<file path="config.mk">
export PLATFORM = sky130hd
export DESIGN_NAME = spi_xfer_seq
export DESIGN_NICKNAME = d
export VERILOG_FILES = /design/src/rtl/spi_xfer_pkg.sv /design/src/rtl/spi_xfer_fifo.sv /design/src/rtl/spi_xfer_seq.sv
export SDC_FILE = /design/constraint.sdc
export NUM_CORES = 1
export LEC_CHECK = 0
export BUFFER_PORTS_ARGS = -buffer_cell sky130_fd_sc_hd__buf_2
export CORE_UTILIZATION = 55
export CTS_CLUSTER_DIAMETER = 150
export DETAILED_ROUTE_END_ITERATION = 10
export GPL_ROUTABILITY_DRIVEN = 0
export PLACE_DENSITY = 0.78
export SLEW_MARGIN = 0
export SYNTH_ARGS = -nofsm -noshare
export SYNTH_HDL_FRONTEND = slang
export SYNTH_SLANG_ARGS = --single-unit
</file>
<file path="constraint.sdc">
create_clock -name clk_i -period 3.3 [get_ports clk_i]
set_input_delay 0.825 -clock clk_i [delete_from_list [all_inputs] [get_ports clk_i]]
set_output_delay 0.825 -clock clk_i [all_outputs]
set_load 0.1 [all_outputs]
</file>
<file path="src/rtl/spi_xfer_pkg.sv">
// spi_xfer_pkg: shared types and constants for the SPI transfer sequencer.
//   - state_e        : sequencer FSM states
//   - ADDR_*         : SPI core register byte addresses
//   - CTRL_*_BIT     : CTRL register bit positions
//   - ctrl_word()    : builds the CTRL value written to start a character
package spi_xfer_pkg;

  typedef enum logic [3:0] {
    ST_CFG_DIV,
    ST_CFG_SS,
    ST_IDLE,
    ST_LOAD,
    ST_GO,
    ST_POLL_RD,
    ST_POLL_CK,
    ST_WAIT,
    ST_RX_RD,
    ST_RX_CAP,
    ST_RX_PUSH
  } state_e;

  localparam logic [7:0] ADDR_TX_0   = 8'h00;
  localparam logic [7:0] ADDR_RX_0   = 8'h00;
  localparam logic [7:0] ADDR_CTRL   = 8'h10;
  localparam logic [7:0] ADDR_DIVIDE = 8'h14;
  localparam logic [7:0] ADDR_SS     = 8'h18;

  localparam int CTRL_CHAR_LEN_LSB = 0;
  localparam int CTRL_CHAR_LEN_MSB = 6;
  localparam int CTRL_GO_BIT       = 8;
  localparam int CTRL_RX_NEG_BIT   = 9;
  localparam int CTRL_TX_NEG_BIT   = 10;
  localparam int CTRL_LSB_BIT      = 11;
  localparam int CTRL_IE_BIT       = 12;
  localparam int CTRL_ASS_BIT      = 13;

  // MOSI changes on the falling edge and MISO is sampled on the rising edge;
  // slave select is driven automatically by the core for the character.
  function automatic logic [31:0] ctrl_word(input logic [6:0] char_len,
                                            input logic       lsb_first,
                                            input logic       ie);
    logic [31:0] w;
    w = '0;
    w[CTRL_CHAR_LEN_MSB:CTRL_CHAR_LEN_LSB] = char_len;
    w[CTRL_GO_BIT]     = 1'b1;
    w[CTRL_RX_NEG_BIT] = 1'b0;
    w[CTRL_TX_NEG_BIT] = 1'b1;
    w[CTRL_LSB_BIT]    = lsb_first;
    w[CTRL_IE_BIT]     = ie;
    w[CTRL_ASS_BIT]    = 1'b1;
    return w;
  endfunction

endpackage

</file>
<file path="src/rtl/spi_xfer_fifo.sv">
// spi_xfer_fifo: synchronous first-word-fall-through FIFO.
//   clk_i, rst_i       : clock, synchronous active-high reset
//   push_i, wdata_i    : write side
//   pop_i, rdata_o     : read side; rdata_o is the head entry
//   empty_o, full_o    : occupancy flags
// A push and a pop in the same cycle are accepted on a full or an empty FIFO.
// When empty, the pushed word passes straight through to rdata_o, so a pop in
// that cycle consumes it without it ever being stored.
module spi_xfer_fifo #(
  parameter int WIDTH = 8,
  parameter int DEPTH = 8
) (
  input  logic             clk_i,
  input  logic             rst_i,
  input  logic             push_i,
  input  logic [WIDTH-1:0] wdata_i,
  input  logic             pop_i,
  output logic [WIDTH-1:0] rdata_o,
  output logic             empty_o,
  output logic             full_o
);

  localparam int AW = (DEPTH > 1) ? $clog2(DEPTH) : 1;

  logic [WIDTH-1:0] mem [DEPTH];
  logic [AW-1:0]    wr_ptr;
  logic [AW-1:0]    rd_ptr;
  logic [AW:0]      count;
  logic             do_push;
  logic             do_pop;
  logic             wr_en;
  logic             rd_en;

  assign empty_o = (count == '0);
  assign full_o  = (count == (AW+1)'(DEPTH));

  assign do_push = push_i && (!full_o || pop_i);
  assign do_pop  = pop_i && (!empty_o || push_i);
  // pass-through on empty: neither store nor advance
  assign wr_en   = do_push && !(empty_o && do_pop);
  assign rd_en   = do_pop && !empty_o;

  assign rdata_o = empty_o ? wdata_i : mem[rd_ptr];

  always_ff @(posedge clk_i) begin
    if (rst_i) begin
      wr_ptr <= '0;
      rd_ptr <= '0;
      count  <= '0;
    end else begin
      if (wr_en) wr_ptr <= wr_ptr + 1'b1;
      if (rd_en) rd_ptr <= rd_ptr + 1'b1;
      count <= count + (AW+1)'(wr_en) - (AW+1)'(rd_en);
    end
  end

  always_ff @(posedge clk_i) begin
    if (wr_en) mem[wr_ptr] <= wdata_i;
  end

endmodule

</file>
<file path="src/rtl/spi_xfer_seq.sv">
// spi_xfer_seq: streams bytes through a register-mapped SPI core.
//   clk_i, rst_i                     : clock, synchronous active-high reset
//   divider_i, ss_i, cfg_load_i      : DIVIDE/SS values and reprogram request
//   tx_valid_i/tx_ready_o/tx_data_i  : transmit byte stream in
//   rx_valid_o/rx_ready_i/rx_data_o  : receive byte stream out
//   addr_o, wdata_o, be_o, we_o, re_o: registered core register port
//   rdata_i                          : core read data, one cycle after re_o
//   intr_i                           : core end-of-character pulse
//   busy_o                           : FSM not idle or TX bytes pending
// Build option: SPI_XFER_IRQ_WAIT_EN waits for intr_i instead of polling CTRL.
//
// state      | meaning
// CFG_DIV    | DIVIDE write on the port
// CFG_SS     | SS write on the port
// IDLE       | waiting for a TX byte or a reconfiguration request
// LOAD       | TX_0 write of the popped byte on the port
// GO         | CTRL write starting the character
// POLL_RD    | CTRL read on the port
// POLL_CK    | CTRL read data available; GO clear means done
// WAIT       | waiting for intr_i (interrupt build only)
// RX_RD      | RX_0 read on the port
// RX_CAP     | RX_0 read data captured
// RX_PUSH    | pushing received byte; holds while RX FIFO is full
module spi_xfer_seq
  import spi_xfer_pkg::*;
#(
  parameter int FIFO_DEPTH = 8,
  parameter int CHAR_LEN   = 8,
  parameter int LSB_FIRST  = 0
) (
  input  logic        clk_i,
  input  logic        rst_i,
  input  logic [15:0] divider_i,
  input  logic [7:0]  ss_i,
  input  logic        cfg_load_i,
  input  logic        tx_valid_i,
  output logic        tx_ready_o,
  input  logic [7:0]  tx_data_i,
  output logic        rx_valid_o,
  input  logic        rx_ready_i,
  output logic [7:0]  rx_data_o,
  output logic [7:0]  addr_o,
  output logic [31:0] wdata_o,
  output logic [3:0]  be_o,
  output logic        we_o,
  output logic        re_o,
  input  logic [31:0] rdata_i,
  input  logic        intr_i,
  output logic        busy_o
);

`ifdef SPI_XFER_IRQ_WAIT_EN
  localparam logic IRQ_IE = 1'b1;
`else
  localparam logic IRQ_IE = 1'b0;
`endif

  localparam logic [31:0] CTRL_WDATA = ctrl_word(7'(CHAR_LEN), (LSB_FIRST != 0), IRQ_IE);

  state_e      state_q, state_d;
  logic        cfg_pend_q;
  logic [7:0]  rx_byte_q;

  logic        tx_push, tx_pop, tx_empty, tx_full, tx_avail;
  logic [7:0]  tx_head;
  logic        rx_push, rx_pop, rx_empty, rx_full;

  logic        we_d, re_d;
  logic [7:0]  addr_d;
  logic [31:0] wdata_d;
  logic [3:0]  be_d;

  logic        unused_ok;
  assign unused_ok = ^{rdata_i[31:8], intr_i};

  assign tx_ready_o = !tx_full;
  assign tx_push    = tx_valid_i && tx_ready_o;
  // a byte arriving this cycle is already visible at the FIFO head
  assign tx_avail   = !tx_empty || tx_push;
  assign rx_valid_o = !rx_empty;
  assign rx_pop     = rx_valid_o && rx_ready_i;
  assign busy_o     = (state_q != ST_IDLE) || !tx_empty;

  spi_xfer_fifo #(.WIDTH(8), .DEPTH(FIFO_DEPTH)) u_tx_fifo (
    .clk_i   (clk_i),
    .rst_i   (rst_i),
    .push_i  (tx_push),
    .wdata_i (tx_data_i),
    .pop_i   (tx_pop),
    .rdata_o (tx_head),
    .empty_o (tx_empty),
    .full_o  (tx_full)
  );

  spi_xfer_fifo #(.WIDTH(8), .DEPTH(FIFO_DEPTH)) u_rx_fifo (
    .clk_i   (clk_i),
    .rst_i   (rst_i),
    .push_i  (rx_push),
    .wdata_i (rx_byte_q),
    .pop_i   (rx_pop),
    .rdata_o (rx_data_o),
    .empty_o (rx_empty),
    .full_o  (rx_full)
  );

  always_comb begin
    state_d = state_q;
    tx_pop  = 1'b0;
    rx_push = 1'b0;
    unique case (state_q)
      // Out of reset CFG_DIV is held once so its write can be issued;
      // once we_o shows the DIVIDE write, move on.
      ST_CFG_DIV: if (we_o) state_d = ST_CFG_SS;
      ST_CFG_SS:  state_d = ST_IDLE;
      ST_IDLE: begin
        if (cfg_pend_q || cfg_load_i) begin
          state_d = ST_CFG_DIV;
        end else if (tx_avail) begin
          state_d = ST_LOAD;
          tx_pop  = 1'b1;
        end
      end
      ST_LOAD: state_d = ST_GO;
`ifdef SPI_XFER_IRQ_WAIT_EN
      ST_GO:   state_d = ST_WAIT;
      ST_WAIT: if (intr_i) state_d = ST_RX_RD;
`else
      ST_GO:      state_d = ST_POLL_RD;
      ST_POLL_RD: state_d = ST_POLL_CK;
      ST_POLL_CK: state_d = rdata_i[CTRL_GO_BIT] ? ST_POLL_RD : ST_RX_RD;
`endif
      ST_RX_RD:  state_d = ST_RX_CAP;
      ST_RX_CAP: state_d = ST_RX_PUSH;
      ST_RX_PUSH: begin
        if (!rx_full) begin
          rx_push = 1'b1;
          state_d = ST_IDLE;
        end
      end
      default: state_d = ST_CFG_DIV;
    endcase

    // Port outputs are registered, so the access belongs to the state being entered.
    we_d    = 1'b0;
    re_d    = 1'b0;
    addr_d  = '0;
    wdata_d = '0;
    be_d    = '0;
    case (state_d)
      ST_CFG_DIV: begin
        if (!(state_q == ST_CFG_DIV && we_o)) begin
          we_d    = 1'b1;
          addr_d  = ADDR_DIVIDE;
          wdata_d = {16'b0, divider_i};
          be_d    = 4'b0011;
        end
      end
      ST_CFG_SS: begin
        we_d    = 1'b1;
        addr_d  = ADDR_SS;
        wdata_d = {24'b0, ss_i};
        be_d    = 4'b0001;
      end
      ST_LOAD: begin
        we_d    = 1'b1;
        addr_d  = ADDR_TX_0;
        wdata_d = {24'b0, tx_head};
        be_d    = 4'b0001;
      end
      ST_GO: begin
        we_d    = 1'b1;
        addr_d  = ADDR_CTRL;
        wdata_d = CTRL_WDATA;
        be_d    = 4'b0011;
      end
      ST_POLL_RD: begin
        re_d   = 1'b1;
        addr_d = ADDR_CTRL;
      end
      ST_RX_RD: begin
        re_d   = 1'b1;
        addr_d = ADDR_RX_0;
      end
      default: ;
    endcase
  end

  always_ff @(posedge clk_i) begin
    if (rst_i) begin
      state_q    <= ST_CFG_DIV;
      cfg_pend_q <= 1'b0;
      rx_byte_q  <= '0;
      we_o       <= 1'b0;
      re_o       <= 1'b0;
      addr_o     <= '0;
      wdata_o    <= '0;
      be_o       <= '0;
    end else begin
      state_q <= state_d;
      we_o    <= we_d;
      re_o    <= re_d;
      addr_o  <= addr_d;
      wdata_o <= wdata_d;
      be_o    <= be_d;
      if (state_d == ST_CFG_DIV && state_q != ST_CFG_DIV) begin
        cfg_pend_q <= 1'b0;
      end else if (cfg_load_i && state_q != ST_IDLE) begin
        cfg_pend_q <= 1'b1;
      end
      if (state_q == ST_RX_CAP) rx_byte_q <= rdata_i[7:0];
    end
  end

endmodule

</file>
==> metrics.md, run 1 <==
| Metric | Value |
|---|---|
| Status | `complete, no violations` |
| Synth cell types | `49` |
| # Max-Cap Violations | `0` |
| EDFF count, synth | `128` |
| Slowest CP cell | `mux4_2` |
| Final hold vios | `0` |
| HPWL after detailed placement | `10430 um` |
| Cell family with most CP delay | `multiplexers` |
| Placeable Area | `13880 um2` |
| Leakage power | `3.370 nW` |
| Starting Density | `0.5655` |
| Multiplexer share of the synthesized area | `0.1238` |
| Worst-path cell chain | `buf_4 > mux4_2 > mux2i_1 > o21ai_2 > buf_2` |
| Async SR Flop Fraction | `0` |
| CP max FO | `16` |
| Number of remaining DRC errors | `0` |
| Post-synthesis cell count | `540` |
| Layout net count | `724` |
| CP peak stage delay | `0.54 ns` |
| Slew @ Worst Pin | `1.050 ns` |
| Antenna cell count | `0` |
| Min-Delay Path Class | `flop to flop` |
| Cts repair resizes | `0` |
| Grt total ovfl | `0` |
| Synth Register Bits | `190` |
| Pin count of the biggest net entering global routing | `28` |
| Switching fraction of total power | `0.3200` |
| 1st-pass router iterations | `5` |
| Dpl ws | `0.3218 ns` |
| Input/output buffers | `79` |
| Hold buffers post-CTS | `0` |
| Int Pwr | `4.457 mW` |
| Initial antenna violation count | `0` |
| Power Total | `6.554 mW` |
| Vias in the first global route | `4831` |
| DRT iter0 DRCs | `371` |
| VDD IR max | `583.5 uV` |
| Xor/xnor share of the synthesized area | `0.01339` |
| I/O pin total | `127` |
| Startpoint types | `flop` |
| DR WL/cell | `18.89 um` |
| Post-CTS Setup Inserts | `0` |
| First-pass GRT wire length | `24620 um` |
| Simple-Gate Fraction of Synth Area | `0.08766` |
| Grt met2 use | `0.3906` |
| Syn-to-layout area delta | `15.86%` |
| Commonest non-fill, non-tap cell in the layout | `edfxtp_1` |
| Seq/Total Area, Yosys | `0.6478` |
| CTS tree | `built` |
| Global-route usage over all layers | `0.2297` |
| Largest family of logic cells by synthesized area | `multiplexers` |
| Power share of the clock group | `0.318` |
| Post-synthesis area per instance | `14.54 um2` |
| WP data required | `2.47 ns` |
| Slew HR | `0.2977` |
| RSZ-0062 raised after global routing | `false` |
| Die X | `121.5 um` |
| NetSw | `2.097 mW` |
| Worst Clk Skew | `0.009458 ns` |
| Fin crit share | `0.9133` |
| Cell area after layout | `9095 um2` |
| CTS H-tree depth | `4` |
| GR Layer Usage met1 | `0.2732` |
| WS Path Type | `flop to primary output` |
| Rows | `43` |
| Power density cells | `720.6 nW/um2` |
| Routed vias/inst | `5.649` |
| Peak Freq | `0.3318 GHz` |
| Root Buffer | `clkbuf_16` |
| Die footprint | `14760 um2` |
| Sink Count | `190` |
| Most used routing layer | `met2` |
| Total wire length | `15640 um` |
| # fillers | `947` |
| Share of cells above drive strength 1 | `0.2948` |
| Cell area after placement | `8489 um2` |
| Crit. End Element | `primary output` |
| Clock slew at reported path FFs | `0.06 ns` |
| Pins Over Slew Limit | `0` |
| Via count | `4677` |
| Netlist Area Pre-Place | `7850 um2` |
| Flop pwr share | `0.424` |
| Synth Flop Type | `edfxtp_1` |
| Max clock buf depth | `2` |
| Synth Area in Adders | `0.03060` |
| Commonest non-fill, non-tap cells in the layout | `128 x edfxtp_1, 79 x buf_2, 62 x dfxtp_1, 54 x nor2_1, 32 x mux4_2` |
| Final setup vio count | `0` |
| Die Ht | `121.5 um` |
| Worst Path Buf+Inv | `2` |
| Minimum clock period | `3.014 ns` |
| Met3 GRT Util | `0.06109` |
| Number of buffers created by CTS | `17` |
| Fin util | `0.6552` |
| Crit path arrival time | `2.19 ns` |
| Clock Latency Late Sink | `0.43 ns` |
| Post-route setup TNS | `0 ns` |
| Setup slack after layout | `0.2861 ns` |
| Gate power share | `0.258` |
| Synth Area in Compound Gates | `0.04989` |
| Antenna-violating nets left | `0` |
| Syn. warnings | `0` |
## routing by layer
layer	up-vias	wire [um]	part of all wire
li1	2154	-	-
met1	2308	6083	0.39
met2	186	8261	0.53
met3	29	935	0.060
met4	0	357	0.023
met5	-	0	0
## tightest hold or removal path: stages (launching register included)
cell     delay [ns]
dfxtp_1        0.31
nand2_1        0.05
a21oi_1        0.07
## worst paths after layout
kind,slack [ns],startpoint,cells after the start,to
worst max register to register,0.43,state_q[0]$_SDFF_PP0_,5,wdata_o[12]$_SDFF_PP0_
worst min register to register,0.48,u_rx_fifo.rd_ptr[1]$_SDFFE_PP0P_,2,flop
worst max-delay path,0.29,flop,5,rx_data_o[4]
worst min-delay path,0.48,u_rx_fifo.rd_ptr[1]$_SDFFE_PP0P_,2,flop
## metrics by stage
stage          std cells  hold slack [ns]
6_report             828           0.4771
3_3_place_gp         797           0.4644
5_1_grt              828           0.5224
4_1_cts              828           0.4853
2_1_floorplan        562           0.4541
3_5_place_dp         797           0.4785
## final cells by class
cell class / instances / area, um2 / share of cell area
Sequential cell: 190 / 5085 / 0.5591
Clock buffer: 20 / 436.7 / 0.04801
Inverter: 22 / 82.58 / 0.009080
Timing Repair Buffer: 104 / 583.1 / 0.06411
Clock inverter: 11 / 168.9 / 0.01857
Multi-Input combinational cell: 301 / 2514 / 0.2764
Tap cell: 180 / 225.2 / 0.02476
## cell families (layout without fill, tap and decap cells)
logic type               count (synthesis)  in the layout
flip-flops                             190            190
adder cells (fa/ha/maj)                 18             18
buffers and inverters                   71            157
multiplexers                            57             57
AO/OA/AOI/OAI                           53             53
XOR/XNOR                                12             12
other                                    1             23
AND/OR/NAND/NOR                        138            138
## sequential cells by signal, summed over array words and instances (netlist names), named ones only
name,flops
u_rx_fifo.mem,64
be_o,2
re_o,1
u_rx_fifo.count,4
u_rx_fifo.wr_ptr,3
rx_byte_q,8
u_tx_fifo.wr_ptr,3
u_tx_fifo.rd_ptr,3
u_rx_fifo.rd_ptr,3
we_o,1
state_q,4
u_tx_fifo.count,4
cfg_pend_q,1
u_tx_fifo.mem,64
addr_o,3
wdata_o,16
## cells in the mapped netlist (3+ instances only)
cell	n	area, um2
nor4_1	3	18.77
xor2_1	7	61.31
dfxtp_1	62	1241
edfxtp_1	128	3844
a31oi_1	3	18.77
xnor2_1	5	43.79
mux2i_1	24	240.2
nor3b_1	6	45.04
inv_1	19	71.32
nand2_1	23	86.33
nor2b_1	4	25.02
clkbuf_1	19	71.32
buf_1	3	11.26
buf_2	3	15.01
buf_4	23	172.7
inv_2	3	11.26
nor3_1	9	45.04
a21oi_1	15	75.07
nand3_1	5	25.02
mux4_2	32	720.7
a21oi_2	8	70.07
nand4_1	11	68.82
o21ai_0	8	40.04
nand2b_1	12	75.07
a221oi_1	8	70.07
nor2_1	54	202.7
ha_1	16	200.2
## power by group through the flow
stage	logic (mW)	registers [mW]	clock network [mW]
global placement	1.64	2.82	0
floorplan	1.09	3.12	0
CTS	1.71	2.78	2.11
finish	1.69	2.78	2.09
detailed placement	1.69	2.83	0
global route	1.82	2.80	2.21
Power figures use the tool's default switching activity.
==> run 2: changes to the inputs <==
==> constraint.sdc (replaced) <==
create_clock -name clk_i -period 3.3 [get_ports clk_i]
set_input_delay 0.825 -clock clk_i [delete_from_list [all_inputs] [get_ports clk_i]]
set_output_delay 0.825 -clock clk_i [all_outputs]
set_load 0.05 [all_outputs]
==> run 2 against run 1 <==
  * Core utilization decreased by 0.081 points
  * Critical path type unchanged
  * Combinational power down 18%
  * Cell count grew 0.24%
  * Highest routed layer unchanged
  * Largest power group unchanged
==> metrics.md, run 2 (same netlist as run 1, synthesis figures left out) <==
| Metric | Value |
|---|---|
| Input/output buffers | `79` |
| Reg-to-Reg End | `wdata_o[11]$_SDFF_PP0_` |
| Root Buffer | `clkbuf_16` |
| Cell area after placement | `8467 um2` |
| Flop pwr share | `0.447` |
| Hold buffers post-CTS | `0` |
| NetSw | `1.824 mW` |
| Final setup vio count | `0` |
| # Max-Cap Violations | `0` |
| Placeable Area | `13880 um2` |
| HPWL after detailed placement | `10460 um` |
| Crit. End Element | `primary output` |
| Final hold vios | `0` |
| 1st-pass router iterations | `5` |
| Routed vias/inst | `5.631` |
| Fin crit share | `0.9116` |
| Starting Density | `0.5655` |
| Worst Clk Skew | `0.01062 ns` |
| Status | `complete, no violations` |
| Max clock buf depth | `2` |
| VDD IR max | `509.5 uV` |
| Switching fraction of total power | `0.2937` |
| Power share of the clock group | `0.331` |
| Post-CTS Setup Inserts | `0` |
| Die X | `121.5 um` |
| Startpoint types | `flop` |
| Total wire length | `16020 um` |
| WS Path Type | `flop to primary output` |
| CTS tree | `built` |
| WP data required | `2.47 ns` |
| Global-route usage over all layers | `0.2334` |
| Die footprint | `14760 um2` |
| Hold Path Cell Cnt | `2` |
| Clock Latency Late Sink | `0.44 ns` |
| Commonest non-fill, non-tap cell in the layout | `edfxtp_1` |
| Top flop regs | `u_rx_fifo.mem (64), u_tx_fifo.mem (64), wdata_o (16)` |
| Minimum clock period | `3.008 ns` |
| Via count | `4674` |
| Gate power share | `0.222` |
| Slew @ Worst Pin | `1.106 ns` |
| Crit path arrival time | `2.18 ns` |
| RSZ-0062 raised after global routing | `false` |
| Hold_sp | `u_rx_fifo.rd_ptr[1]$_SDFFE_PP0P_` |
| Initial antenna violation count | `0` |
| Pin count of the biggest net entering global routing | `48` |
| CP max FO | `16` |
| FF-to-FF Start | `state_q[0]$_SDFF_PP0_` |
| Peak Freq | `0.3324 GHz` |
| Sink Count | `190` |
| CTS H-tree depth | `4` |
| Layout net count | `725` |
| Syn-to-layout area delta | `15.72%` |
| Reg2reg setup slack | `0.45 ns` |
| Slew HR | `0.2597` |
| Min-Delay Path Class | `flop to flop` |
| I/O pin total | `127` |
| Clock slew at reported path FFs | `0.07 ns` |
| Commonest non-fill, non-tap cells in the layout | `128 x edfxtp_1, 79 x buf_2, 62 x dfxtp_1, 54 x nor2_1, 32 x mux4_2` |
| Leakage power | `3.385 nW` |
| Number of remaining DRC errors | `0` |
| Antenna cell count | `0` |
| Pins Over Slew Limit | `0` |
| Antenna-violating nets left | `0` |
| Number of buffers created by CTS | `17` |
| R2R depth | `5` |
| Grt total ovfl | `0` |
| First-pass GRT wire length | `24500 um` |
| Int Pwr | `4.386 mW` |
| DRT iter0 DRCs | `379` |
| Power density cells | `683.7 nW/um2` |
| Cell area after layout | `9084 um2` |
| Post-route setup TNS | `0 ns` |
| Share of cells above drive strength 1 | `0.2877` |
| Rows | `43` |
| Die Ht | `121.5 um` |
| Vias in the first global route | `4652` |
| DR WL/cell | `19.30 um` |
| Cts repair resizes | `0` |
run 2: worst max path at each step:
stage                               to        from  cells after the start
2_1_floorplan             rx_data_o[5]        flop                      5
3_3_place_gp   cfg_pend_q$_SDFFE_PP0P_  cfg_load_i                      6
3_5_place_dp    wdata_o[11]$_SDFF_PP0_  cfg_load_i                      6
4_1_cts                   rx_data_o[0]        flop                      5
5_1_grt                   rx_data_o[0]        flop                      5
6_report                  rx_data_o[0]        flop                      5
run 2: critical path, stage by stage (launching register included):
cell and delay [ns]:
dfxtp_1 0.31, buf_4 0.31, mux4_2 0.56, mux2i_1 0.15
o21ai_0 0.15, buf_2 0.25
run 2: routing by layer:
metal | up-vias | share of wire | global-route usage
met5 | - | 0 | 0
met4 | 0 | 0.024 | 0.1042
met3 | 28 | 0.066 | 0.05263
met2 | 193 | 0.52 | 0.4059
met1 | 2296 | 0.39 | 0.2755
li1 | 2157 | - | -
run 2: final cells by class:
class / count / area, um2
fillers: 977 / 4797
flip-flops and latches: 190 / 5085
repair buffers: 105 / 590.6
clock buffers: 23 / 554.3
multi-input cells: 301 / 2484
clock inverters: 9 / 62.56
well taps: 180 / 225.2
inverters: 22 / 82.58
run 2: power groups by stage:
stage	sequential [mW]	combinational, mW	clock (mW)
after detailed placement	2.83	1.38	0
final	2.78	1.38	2.05
after floorplan	2.95	0.928	0
after CTS	2.78	1.39	2.09
after global routing	2.79	1.49	2.18
after global placement	2.82	1.33	0
run 2: metrics by stage:
step / util / power (mW) / cells / hold WS (ns) / setup WS, ns
final: 0.6544 / 6.210 / 830 / 0.5006 / 0.2918
after global routing: 0.6544 / 6.461 / 830 / 0.5253 / 0.1898
after CTS: 0.6544 / 6.259 / 830 / 0.4987 / 0.2538
after detailed placement: 0.6100 / 4.205 / 798 / 0.4896 / 0.3177
after global placement: 0.6100 / 4.144 / 798 / 0.4587 / 0.3594
after floorplan: - / 3.882 / 562 / 0.4541 / 0.04357
==> run 3: changes to the inputs <==
--- a/config.mk
+++ b/config.mk
@@ -10,8 +10,8 @@
 export CTS_CLUSTER_DIAMETER = 150
 export DETAILED_ROUTE_END_ITERATION = 10
 export GPL_ROUTABILITY_DRIVEN = 0
-export PLACE_DENSITY = 0.78
-export SLEW_MARGIN = 0
+export PLACE_DENSITY = 0.76
+export SLEW_MARGIN = 20
 export SYNTH_ARGS = -nofsm -noshare
 export SYNTH_HDL_FRONTEND = slang
 export SYNTH_SLANG_ARGS = --single-unit
==> run 3 against run 2 <==
  * Count of clock-buffer cells in the layout is 6 lower
  * Sequential power hardly changed
  * Highest routed layer is now met5
  * Non-clock buffer count is 1 lower
  * Critical endpoint is now rx_data_o[3]
  * First-iteration DRC count is 11% lower
  * Total power hardly changed
  * Critical path type unchanged
  * Cell area is 0.19% lower
  * Combinational power hardly changed
==> metrics.md, run 3 (same netlist as run 1, synthesis figures left out) <==
| Metric | Value |
|---|---|
| WP data required | `2.47 ns` |
| Final setup vio count | `0` |
| Cell area after layout | `9066 um2` |
| Initial antenna violation count | `1` |
| # fillers | `974` |
| Total wire length | `15380 um` |
| Number of remaining DRC errors | `0` |
| Minimum clock period | `2.973 ns` |
| Syn-to-layout area delta | `15.49%` |
| Pin count of the biggest net entering global routing | `48` |
| Placeable Area | `13880 um2` |
| Cell area after placement | `8459 um2` |
| Slowest CP cell | `mux4_2` |
| Grt total ovfl | `0` |
| Commonest non-fill, non-tap cell in the layout | `edfxtp_1` |
| Clock Latency Late Sink | `0.43 ns` |
| Die X | `121.5 um` |
| Via count | `4654` |
| DRT iter0 DRCs | `338` |
| Routed vias/inst | `5.614` |
| Post-CTS Setup Inserts | `0` |
| Fin crit share | `0.9010` |
| Post-route setup TNS | `0 ns` |
| Crit. End Element | `primary output` |
| CTS tree | `built` |
| WS Path Type | `flop to primary output` |
| Slew @ Worst Pin | `0.7738 ns` |
| Die Ht | `121.5 um` |
| VDD IR max | `495.7 uV` |
| Number of buffers created by CTS | `17` |
| Rows | `43` |
| Global-route usage over all layers | `0.2234` |
| Starting Density | `0.5655` |
| RSZ-0062 raised after global routing | `false` |
| Final hold vios | `0` |
| Slew HR | `0.4822` |
| Cts repair resizes | `0` |
| Hold buffers post-CTS | `0` |
| Sink Count | `190` |
| Layout net count | `724` |
| DR WL/cell | `18.55 um` |
| Die footprint | `14760 um2` |
| Input/output buffers | `79` |
| Crit path arrival time | `2.15 ns` |
| Min-Delay Path Class | `flop to flop` |
| Leakage power | `3.364 nW` |
| Vias in the first global route | `4629` |
| CTS H-tree depth | `4` |
| Startpoint types | `flop` |
| I/O pin total | `127` |
| Status | `complete, no violations` |
| Worst Clk Skew | `0.009216 ns` |
| Commonest non-fill, non-tap cells in the layout | `128 x edfxtp_1, 79 x buf_2, 62 x dfxtp_1, 54 x nor2_1, 32 x mux4_2` |
| Top flop regs | `u_rx_fifo.mem (64), u_tx_fifo.mem (64), wdata_o (16)` |
| Antenna cell count | `0` |
| CP peak stage delay | `0.57 ns` |
| FF-to-FF Start | `state_q[1]$_SDFF_PP0_` |
| Pins Over Slew Limit | `0` |
| First-pass GRT wire length | `23920 um` |
| Root Buffer | `clkbuf_16` |
| Hold_sp | `u_rx_fifo.rd_ptr[1]$_SDFFE_PP0P_` |
| HPWL after detailed placement | `9974 um` |
| 1st-pass router iterations | `4` |
| # Max-Cap Violations | `0` |
| Power density cells | `685.2 nW/um2` |
| Peak Freq | `0.3363 GHz` |
| Clock slew at reported path FFs | `0.07 ns` |
| Worst-path cell chain | `buf_4 > mux4_2 > mux2i_1 > o21ai_0 > buf_2` |
| Antenna-violating nets left | `0` |
| Share of cells above drive strength 1 | `0.2912` |
| Max clock buf depth | `2` |
| CP max FO | `16` |
[run 3: changes by cell type in the layout (fill, tap and decap cells not counted), sizes merged]
cell and delta:
buf -1, bufinv +2, clkbuf -6, clkinv -1, clkinvlp +2, inv +3
[run 3: per-layer routing]
metal	GRT usage	wire length [um]	vias to the layer above
li1	-	-	2152
met5	0	13	-
met2	0.3984	8416	153
met3	0.06062	887	25
met1	0.2521	5810	2322
met4	0.08873	253	2
[run 3: through the flow]
stage	hold slack, ns	power (mW)	instances	setup slack, ns	util
after global routing	0.5009	6.459	829	0.2150	0.6531
after global placement	0.4633	4.128	797	0.3931	0.6094
after detailed placement	0.4692	4.187	797	0.2910	0.6094
after CTS	0.4789	6.257	829	0.2557	0.6527
after floorplan	0.4541	3.882	562	0.04357	-
final	0.4781	6.212	829	0.3266	0.6531
[run 3: worst max-delay path: cells and delay by family, from the launching register on]
family / cells / cell delay (ns)
AO/OA/AOI/OAI: 1 / 0.11
buffers and inverters: 2 / 0.52
multiplexers: 2 / 0.78
flip-flops: 1 / 0.31
[run 3: worst paths after layout]
kind              depth (start not counted)                            end  slack [ns]
setup / recovery                          5                   rx_data_o[3]        0.33
hold / removal                            2                           flop        0.48
setup reg to reg                         10  u_tx_fifo.count[3]$_SDFF_PP0_        0.66
hold reg to reg                           2                           flop        0.48
[run 3: where the power goes]
part	internal [mW]	switching, mW	total [mW]
combinational	0.501	0.863	1.36
sequential	2.69	0.0915	2.78
clock	1.14	0.925	2.07
total	4.33	1.88	6.21
[run 3: cell type report]
| type | count | area (um2) | area share |
|---|---|---|---|
| Sequential cell | 190 | 5085 | 0.5609 |
| Multi-Input combinational cell | 301 | 2490 | 0.2746 |
| Timing Repair Buffer | 104 | 583.1 | 0.06431 |
| Clock buffer | 17 | 425.4 | 0.04692 |
| Tap cell | 180 | 225.2 | 0.02484 |
| Clock inverter | 15 | 175.2 | 0.01932 |
| Inverter | 22 | 82.58 | 0.009108 |
